File: config.mk
export PLATFORM = sky130hd
export DESIGN_NAME = bayes_log_engine
export DESIGN_NICKNAME = d
export VERILOG_FILES = /design/src/rtl/bayes_log_engine.sv
export SDC_FILE = /design/constraint.sdc
export NUM_CORES = 1
export LEC_CHECK = 0
export BUFFER_PORTS_ARGS = -buffer_cell sky130_fd_sc_hd__buf_2
export CORE_ASPECT_RATIO = 0.6
export CORE_UTILIZATION = 30
export CTS_CLUSTER_DIAMETER = 100
export DETAILED_ROUTE_END_ITERATION = 8
export PLACE_DENSITY = 0.45
export SYNTH_ARGS = -nofsm -noshare
export SYNTH_HDL_FRONTEND = slang
export SYNTH_SLANG_ARGS = --single-unit
File: constraint.sdc
create_clock -name clk -period 4.5 [get_ports clk]
set_input_delay 1.125 -clock clk [delete_from_list [all_inputs] [get_ports clk]]
set_output_delay 1.125 -clock clk [all_outputs]
set_load 0.01 [all_outputs]
File: src/rtl/bayes_log_engine.sv
// Streaming log-domain Bayesian inference engine: writable log2-likelihood
// table and priors, feature-serial saturating accumulation, serial argmax.
module bayes_log_engine #(
  parameter int NCLASS = 4,
  parameter int NFEAT  = 4,
  parameter int NWORD  = 3,
  parameter int LW     = 8,
  parameter int AW     = 12,
  localparam int CW    = (NCLASS > 1) ? $clog2(NCLASS) : 1,
  localparam int FW    = (NFEAT > 1) ? $clog2(NFEAT) : 1
) (
  input  logic                   clk,
  input  logic                   rst,
  input  logic                   cfg_we,
  input  logic                   cfg_prior,
  input  logic [CW-1:0]          cfg_class,
  input  logic [FW-1:0]          cfg_feat,
  input  logic [NWORD-1:0]       cfg_val,
  input  logic [LW-1:0]          cfg_data,
  output logic                   cfg_busy,
  input  logic                   obs_valid,
  output logic                   obs_ready,
  input  logic [NFEAT*NWORD-1:0] obs_val,
  input  logic                   obs_last,
  output logic                   res_valid,
  input  logic                   res_ready,
  output logic [CW-1:0]          res_class,
  output logic [AW-1:0]          res_score
);

  localparam int NV = 1 << NWORD;

  typedef enum logic [1:0] {S_WAIT, S_ADD, S_ARGMAX, S_OUT} state_t;

  // Handshakes: a transfer happens on a rising edge where valid and ready are
  // both high; valid and its payload hold until that edge, and ready never
  // depends combinationally on the partner's valid.
  state_t                 state;
  logic                   fresh;
  logic                   last_q;
  logic [FW-1:0]          feat;
  logic [CW-1:0]          cls;
  logic [NFEAT*NWORD-1:0] obs_q;
  logic [NWORD-1:0]       cur_v;
  logic [NCLASS*AW-1:0]   acc_flat;
  logic [AW-1:0]          cur_acc;

  logic [LW-1:0] tbl   [NCLASS][NFEAT][NV];
  logic [LW-1:0] prior [NCLASS];

  assign cfg_busy  = (state != S_WAIT);
  assign obs_ready = (state == S_WAIT) && !rst;

  // Storage is deliberately not reset so a mid-run reset keeps the model.
  always_ff @(posedge clk) begin
    if (!rst && cfg_we && state == S_WAIT) begin
      if (cfg_prior) prior[cfg_class] <= cfg_data;
      else           tbl[cfg_class][cfg_feat][cfg_val] <= cfg_data;
    end
  end

  always_comb begin
    cur_v = '0;
    for (int f = 0; f < NFEAT; f++)
      if (feat == FW'(f)) cur_v = obs_q[f*NWORD +: NWORD];
  end

  always_comb begin
    cur_acc = '0;
    for (int k = 0; k < NCLASS; k++)
      if (cls == CW'(k)) cur_acc = acc_flat[k*AW +: AW];
  end

  for (genvar c = 0; c < NCLASS; c++) begin : g_cls
    logic [AW-1:0] acc;
    logic [AW-1:0] base;
    logic [AW:0]   sum;

    // The first feature of an inference starts from the prior, later ones
    // from the running score; the carry-out bit drives the clamp.
    always_comb begin
      base = fresh ? AW'(prior[c]) : acc;
      sum  = {1'b0, base} + (AW+1)'(tbl[c][feat][cur_v]);
    end

    always_ff @(posedge clk) begin
      if (rst)                 acc <= '0;
      else if (state == S_ADD) acc <= sum[AW] ? '1 : sum[AW-1:0];
    end

    assign acc_flat[c*AW +: AW] = acc;
  end

  always_ff @(posedge clk) begin
    if (rst) begin
      state     <= S_WAIT;
      fresh     <= 1'b1;
      last_q    <= 1'b0;
      feat      <= '0;
      cls       <= '0;
      obs_q     <= '0;
      res_valid <= 1'b0;
      res_class <= '0;
      res_score <= '0;
    end else begin
      case (state)
        S_WAIT: begin
          if (obs_valid) begin
            obs_q  <= obs_val;
            last_q <= obs_last;
            feat   <= '0;
            state  <= S_ADD;
          end
        end
        S_ADD: begin
          fresh <= 1'b0;
          if (feat == FW'(NFEAT - 1)) begin
            cls   <= '0;
            state <= last_q ? S_ARGMAX : S_WAIT;
          end else begin
            feat <= feat + 1'b1;
          end
        end
        S_ARGMAX: begin
          // Strict greater-than: on a tie the lower class index keeps the win.
          if (cls == '0 || cur_acc > res_score) begin
            res_class <= cls;
            res_score <= cur_acc;
          end
          if (cls == CW'(NCLASS - 1)) begin
            res_valid <= 1'b1;
            state     <= S_OUT;
          end else begin
            cls <= cls + 1'b1;
          end
        end
        S_OUT: begin
          if (res_ready) begin
            res_valid <= 1'b0;
            fresh     <= 1'b1;
            state     <= S_WAIT;
          end
        end
        default: state <= S_WAIT;
      endcase
    end
  end

endmodule
Word-level counts from Yosys, hierarchy flattened
Memory sizes are Yosys's and may differ from the RTL's.
Index checks and enable logic that the tools add are counted.
{ "totals": {"wordCells": 136, "mem_count": 2, "in_bits": 34, "register_bits": 83, "mem_bits_rw": 1056} }
{ "op_classes": {"add_sub_neg": 6, "eq_ne": 15, "magnitude_cmp": 7, "n_reduce_logical": 22, "n_bitwise": 4, "muxes": 67} }
{ "mem_list": {"columns": ["memory", "words", "width", "read_ports", "rd_clocked_by_memory_dff", "write_ports", "line_no", "rtl"], "rows": [
  ["tbl", 4, 256, 4, 0, 1, "48", "logic [LW-1:0] tbl [NCLASS][NFEAT][NV];"],
  ["prior", 4, 8, 4, 0, 1, "49", "logic [LW-1:0] prior [NCLASS];"]
]} }
{ "op_table": {"columns": ["op", "count"], "rows": [
  ["64-bit 2-to-1 mux", 9],
  ["64-bit binary-select mux with 2-bit select", 4],
  ["256-bit 2-to-1 mux", 1],
  ["12-bit 2-to-1 mux", 12],
  ["64-bit demux with 2-bit select", 1],
  ["8-bit binary-select mux with 3-bit select", 4],
  ["8-bit 2-to-1 mux", 9],
  ["12-bit by 8-bit adder with 13-bit output", 4],
  ["8-bit demux with 3-bit select", 1],
  ["2-bit 2-to-1 mux", 9],
  ["2-bit == test, second input constant", 6],
  ["12-bit greater-than comparator", 1],
  ["3-bit 2-to-1 mux", 4],
  ["2-bit != test, second input constant", 5],
  ["2-bit nonzero test", 5],
  ["3-bit AND reduction", 3],
  ["4-bit greater-or-equal comparator, second input constant", 2],
  ["1-bit 2-to-1 mux", 8],
  ["3-bit NOT with 4-bit output", 2],
  ["2-bit one-hot mux with 2 select lines", 2],
  ["2-bit one-hot mux with 4 select lines", 1],
  ["2-bit by 1-bit == test with 1-bit output, second input constant", 3],
  ["3-bit greater-or-equal comparator, second input constant", 2],
  ["2-bit zero test", 3],
  ["11 further kinds", 20]
]} }

Longest topological paths before layout
{ "logic_depth": {"depth_word": 11, "depth_mapped": 21, "depth_no_buf": 16} }

Worst setup path before layout
OpenSTA, ideal clock, no wires.
{ "synth_path": {"path_kind": "reg2reg", "from": "register feat[1]", "to": "register g_cls[1].acc[2]", "stages_incl_launch_ff": 22, "t_required_ns": 4.358, "arrival_ns": 4.629, "slack_ns": -0.271, "setup_time_ns": 0.142, "path_cell_list": "dfxtp_1 > buf_2 > buf_2 > buf_1 > inv_1 > ha_1 > nand3b_1 > a221oi_4 > buf_4 > buf_4 > mux2i_1 > nand2_1 > o211ai_1 > o21ai_1 > ha_1 > fa_1 > a211oi_1 > o21ai_0 > a31oi_1 > inv_1 > a31oi_1 > a211oi_1"} }
{ "synth_between": {"elab_chain_len": 11} }
{ "synth_lines": {"columns": ["item", "line_no", "rtl"], "rows": [
  ["start, declared", "41", "logic [FW-1:0] feat;"],
  ["start signal, assigned", "121", "feat <= feat + 1'b1;"],
  ["2-bit zero test", "65", "if (feat == FW'(f)) cur_v = obs_q[f*NWORD +: NWORD];"],
  ["3-bit 2-to-1 mux (4 in a row)", "65", null],
  ["3-bit NOT with 4-bit output (not written as such)", "83", "sum = {1'b0, base} + (AW+1)'(tbl[c][feat][cur_v]);"],
  ["8-bit binary-select mux with 3-bit select (*)", "83", null],
  ["8-bit 2-to-1 mux (not written as such) (*) (2 in a row)", "83", null],
  ["12-bit by 8-bit adder with 13-bit output (*)", "83", null],
  ["12-bit 2-to-1 mux (*)", "88", "else if (state == S_ADD) acc <= sum[AW] ? '1 : sum[AW-1:0];"],
  ["end signal, assigned", "88", null],
  ["end, declared", "75", "logic [AW-1:0] acc;"]
]} }
Mark *: on every way between the ends. The rest lies on a longest branch, timed or not. The select of a mux whose other input is x is not followed.
A chain may end at the register's enable or synchronous reset.

Worst setup path in the final report
{ "layout_path": {"from": "register feat[1]", "to": "register g_cls[1].acc[3]"} }
The elaborated chain is that of the path after synthesis.

==> summary.md <==
| Metric | Value |
|---|---|
| Die Height | ~310 um |
| Share of cells above drive strength 1 | 28.70% |
| Mapped Nets | ~2700 |
| Synth Area in XOR/XNOR | less than 1% |
| Main combinational cell family by area after synthesis | multiplexers |
| Dpl ws | -0.1707 ns |
| Sum Neg Setup Slack | 0 ns |
| Ranking of synthesized cells by area | edfxtp_1 68%, mux4_2 12%, dfxtp_1 3.6% |
| Die Footprint | around 160000 um^2 |
| Routed length per placed instance | ~26 um |
| Core box area | ~150000 um^2 |
| Clock sink count | approximately 1100 |
| H-tree Lvls | 3 |
| Syn Inst Count | between 2000 and 3000 |
| Leading cell type in the layout, fill and taps excluded | edfxtp_1 |
| Crit-path max FO | between 40 and 50 |
| Pleak | about 17 nW |
| Final #Nets | roughly 3000 |
| Post-Route WL | around 130000 um |
| Critical path required time | between 5 and 6 ns |
| Initial DRC count | around 2700 |
| Crit path buffers/inverters | 7 |
| Yosys Warn Count | 0 |
| Mapped cell area | approximately 47000 um^2 |
| Hold_sp | obs_q[4] |
| Setup crit end kind | register |
| GP Congestion | 0.7900 |
| Clk root buf | clkbuf_16 |
| Top delay family on crit path | buffers and inverters |
| Slowest-stage cell, CP | buf_4 |
| Initial antenna violation count | 10 |
| Hold crit path type | reg2reg |
| Number of enable flip-flop cells after synthesis | roughly 1100 |
| Via count | between 20000 and 30000 |
| Tcrit/Tclk final | 96.22% |
| Most used cell, CP | buf_4 |
| Synth Area in Compound Gates | ~4.3% |
| Boundary pin count | 51 |
| Starting Density | between 30% and 40% |
| Sequential share of the synthesized area | between 70% and 80% |
| Hold Vio Cnt, Final | 0 |
| Drt first pass iters | 5 |
| First-pass GRT wire length | roughly 190000 um |
| Clk Latency, worst-skew pair | 0.75 ns |
| Detail Placement HPWL | between 80000 and 90000 um |
| CP peak stage delay | ~0.43 ns |
| Fin. max-slew vios | 0 |
| Row cnt | roughly 110 |
| Hold_ws | between 0.4 and 0.5 ns |
| Peak VDD IR | between 0.2 and 0.3 mV |
| Total Routing Usage GR | between 10% and 20% |
| Worst Slack Setup Final | ~0.17 ns |
| Setup crit start | feat[1] |
| R2R Path Start | feat[1] |
| Max Cap Viol | 0 |
| Drc violations | 0 |
| Clock transition at path regs | 0.06 ns |
| CTS Buf Count | between 100 and 150 |
| Slew HR | a little under a quarter |
| Worst Clk Skew | slightly below 0.05 ns |
| Overflow left after global routing | 0 |
| Port bufs | 50 |
| CP Launch Type | register |
| Crit path kind | reg2reg |
| Final antenna-violating net count | 0 |
| Asr flop ratio synth | 0% |
| Max clock buf depth | 3 |
| Cell taking the most area after synthesis | edfxtp_1 |
| Seq cells post-synth | ~1100 |
| Filler instances | about 14000 |
| Mux cell area share after synthesis | between 15 and 20% |
| Outcome | finished clean |
| Final Critical Period | roughly 4.3 ns |
| Post-synth top area share | 67.80% |
| Simple-gate share of the synthesized area | between 4 and 5% |
| Largest net degree at the start of global routing | about 120 |
| Die width | 511.7 um |
| Synth Flop Type | edfxtp_1 |
| DP Area | roughly 51000 um^2 |
| Finished Cell Area | 54950 um^2 |
| Highest Clock Rate | around 0.23 GHz |
| P per Cell Area | roughly 420 nW/um^2 |
| Distinct cells, synth | 58 |
| RSZ-0062 raised after global routing | false |
| Final setup viols | 0 |
| Avg Inst Size Synth | about 18 um^2 |
| Vias in the first global route | 25430 |
| CTS tree | done |
| Vias per cell | 5.073 |
| Area growth syn-to-layout | 17.48% |
| Commonest non-fill, non-tap cells in the layout | 1056 x edfxtp_1, 256 x mux4_2, 242 x buf_4 |
| Hold Buf Count CTS | 0 |
| Worst EP arrival | about 5 ns |
| Adder-Cell Fraction of Synth Area | about 1.6% |
| Actual slew at the worst max-slew pin | between 1 and 1.5 ns |
| Crit path cell chain | buf_4 > buf_12 > buf_4 > mux4_2 > mux2_2 > o21ai_0 > o21ai_1 > buf_4 > ha_1 > o21ai_0 > nand2b_1 > a31oi_1 > buf_4 > inv_1 > a31oi_2 > buf_4 > a211oi_1 |
[per-stage QoR]
stage / utilization (%) / cells / power, mW
global placement: 33.31 / 4832 / 14.40
CTS: 35.54 / 5031 / 23.37
finish: 35.74 / 5044 / 23.21
global route: 35.73 / 5038 / 24.05
detailed placement: 33.31 / 4832 / 14.45
floorplan: - / 2634 / 13.33
[final timing paths]
kind | cells after the start | slack [ns] | endpoint
worst max-delay path | 17 | 0.17 | g_cls[1].acc[3]
worst min-delay path | 2 | 0.47 | obs_q[4]
worst max register to register | 17 | 0.17 | g_cls[1].acc[3]
worst min register to register | 2 | 0.47 | obs_q[4]
[power breakdown]
part | total (mW) | switching, mW | internal, mW
Clock | 8.87 | 4.07 | 4.80
Combinational | 2.66 | 1.56 | 1.10
Sequential | 11.7 | 0.0646 | 11.6
[flip-flops by register name (all words and copies together), names as in the netlist, named ones only]
| signal | count |
|---|---|
| tbl | 1024 |
| g_cls.acc | 48 |
| prior | 32 |
| obs_q | 12 |
| res_score | 12 |
| cls | 2 |
| feat | 2 |
| res_class | 2 |
| fresh | 1 |
| last_q | 1 |
| res_valid | 1 |
| state | 1 |
[logic make-up (layout without fill, tap and decap cells)]
kind of cell	after synthesis	after routing
AND/OR/NAND/NOR	482	482
buffers and inverters	192	562
XOR/XNOR	23	23
flip-flops	1139	1139
multiplexers	423	423
other	0	6
adder cells (fa/ha/maj)	56	56
AO/OA/AOI/OAI	319	319
[cells in the mapped netlist (all sizes together), types with 7 or more instances]
library cell / number
nor2b: 7
mux2i: 72
nor3: 24
nand2: 156
buf: 70
mux2: 95
o211ai: 36
nand2b: 13
a21o: 12
edfxtp: 1056
mux4: 256
nand3b: 15
a211oi: 52
inv: 46
xor2: 12
a31oi: 9
nor2: 231
dfxtp: 83
clkbuf: 76
xnor2: 11
o21ai: 87
ha: 52
nand3: 9
a21oi: 91
[layout make-up]
class / instances / area [um^2] / area share (%)
flip-flops and latches: 1139 / 33380 / 60.75
multi-input cells: 1303 / 12760 / 23.23
clock buffers: 138 / 2794 / 5.085
repair buffers: 322 / 2734 / 4.975
well taps: 2034 / 2545 / 4.632
clock inverters: 56 / 541.8 / 0.9860
inverters: 46 / 172.7 / 0.3142
diodes: 6 / 15.01 / 0.02732
[routing by layer]
layer / vias to the layer above / global-route usage [%] / routed length [um]
met5: - / 0 / 0
met4: 0 / 3.129 / 2240
met3: 168 / 3.107 / 8181
met2: 772 / 22.58 / 53260
met1: 13600 / 27.62 / 69560
li1: 11050 / - / -
[worst min-delay path, delay by kind of cell, from the launching register on]
family,cells,cell delay [ns]
AOI/OAI and AO/OA,1,0.06
and+or+nand+nor,1,0.05
DFF,1,0.31
[what timing repair did]
item                       CTS  global route
buffers inserted             5             5
setup endpoints to repair   14            62
cloned                       0             2
pin swaps                    0            17
resized for setup            7            50
Power figures use the tool's default switching activity.
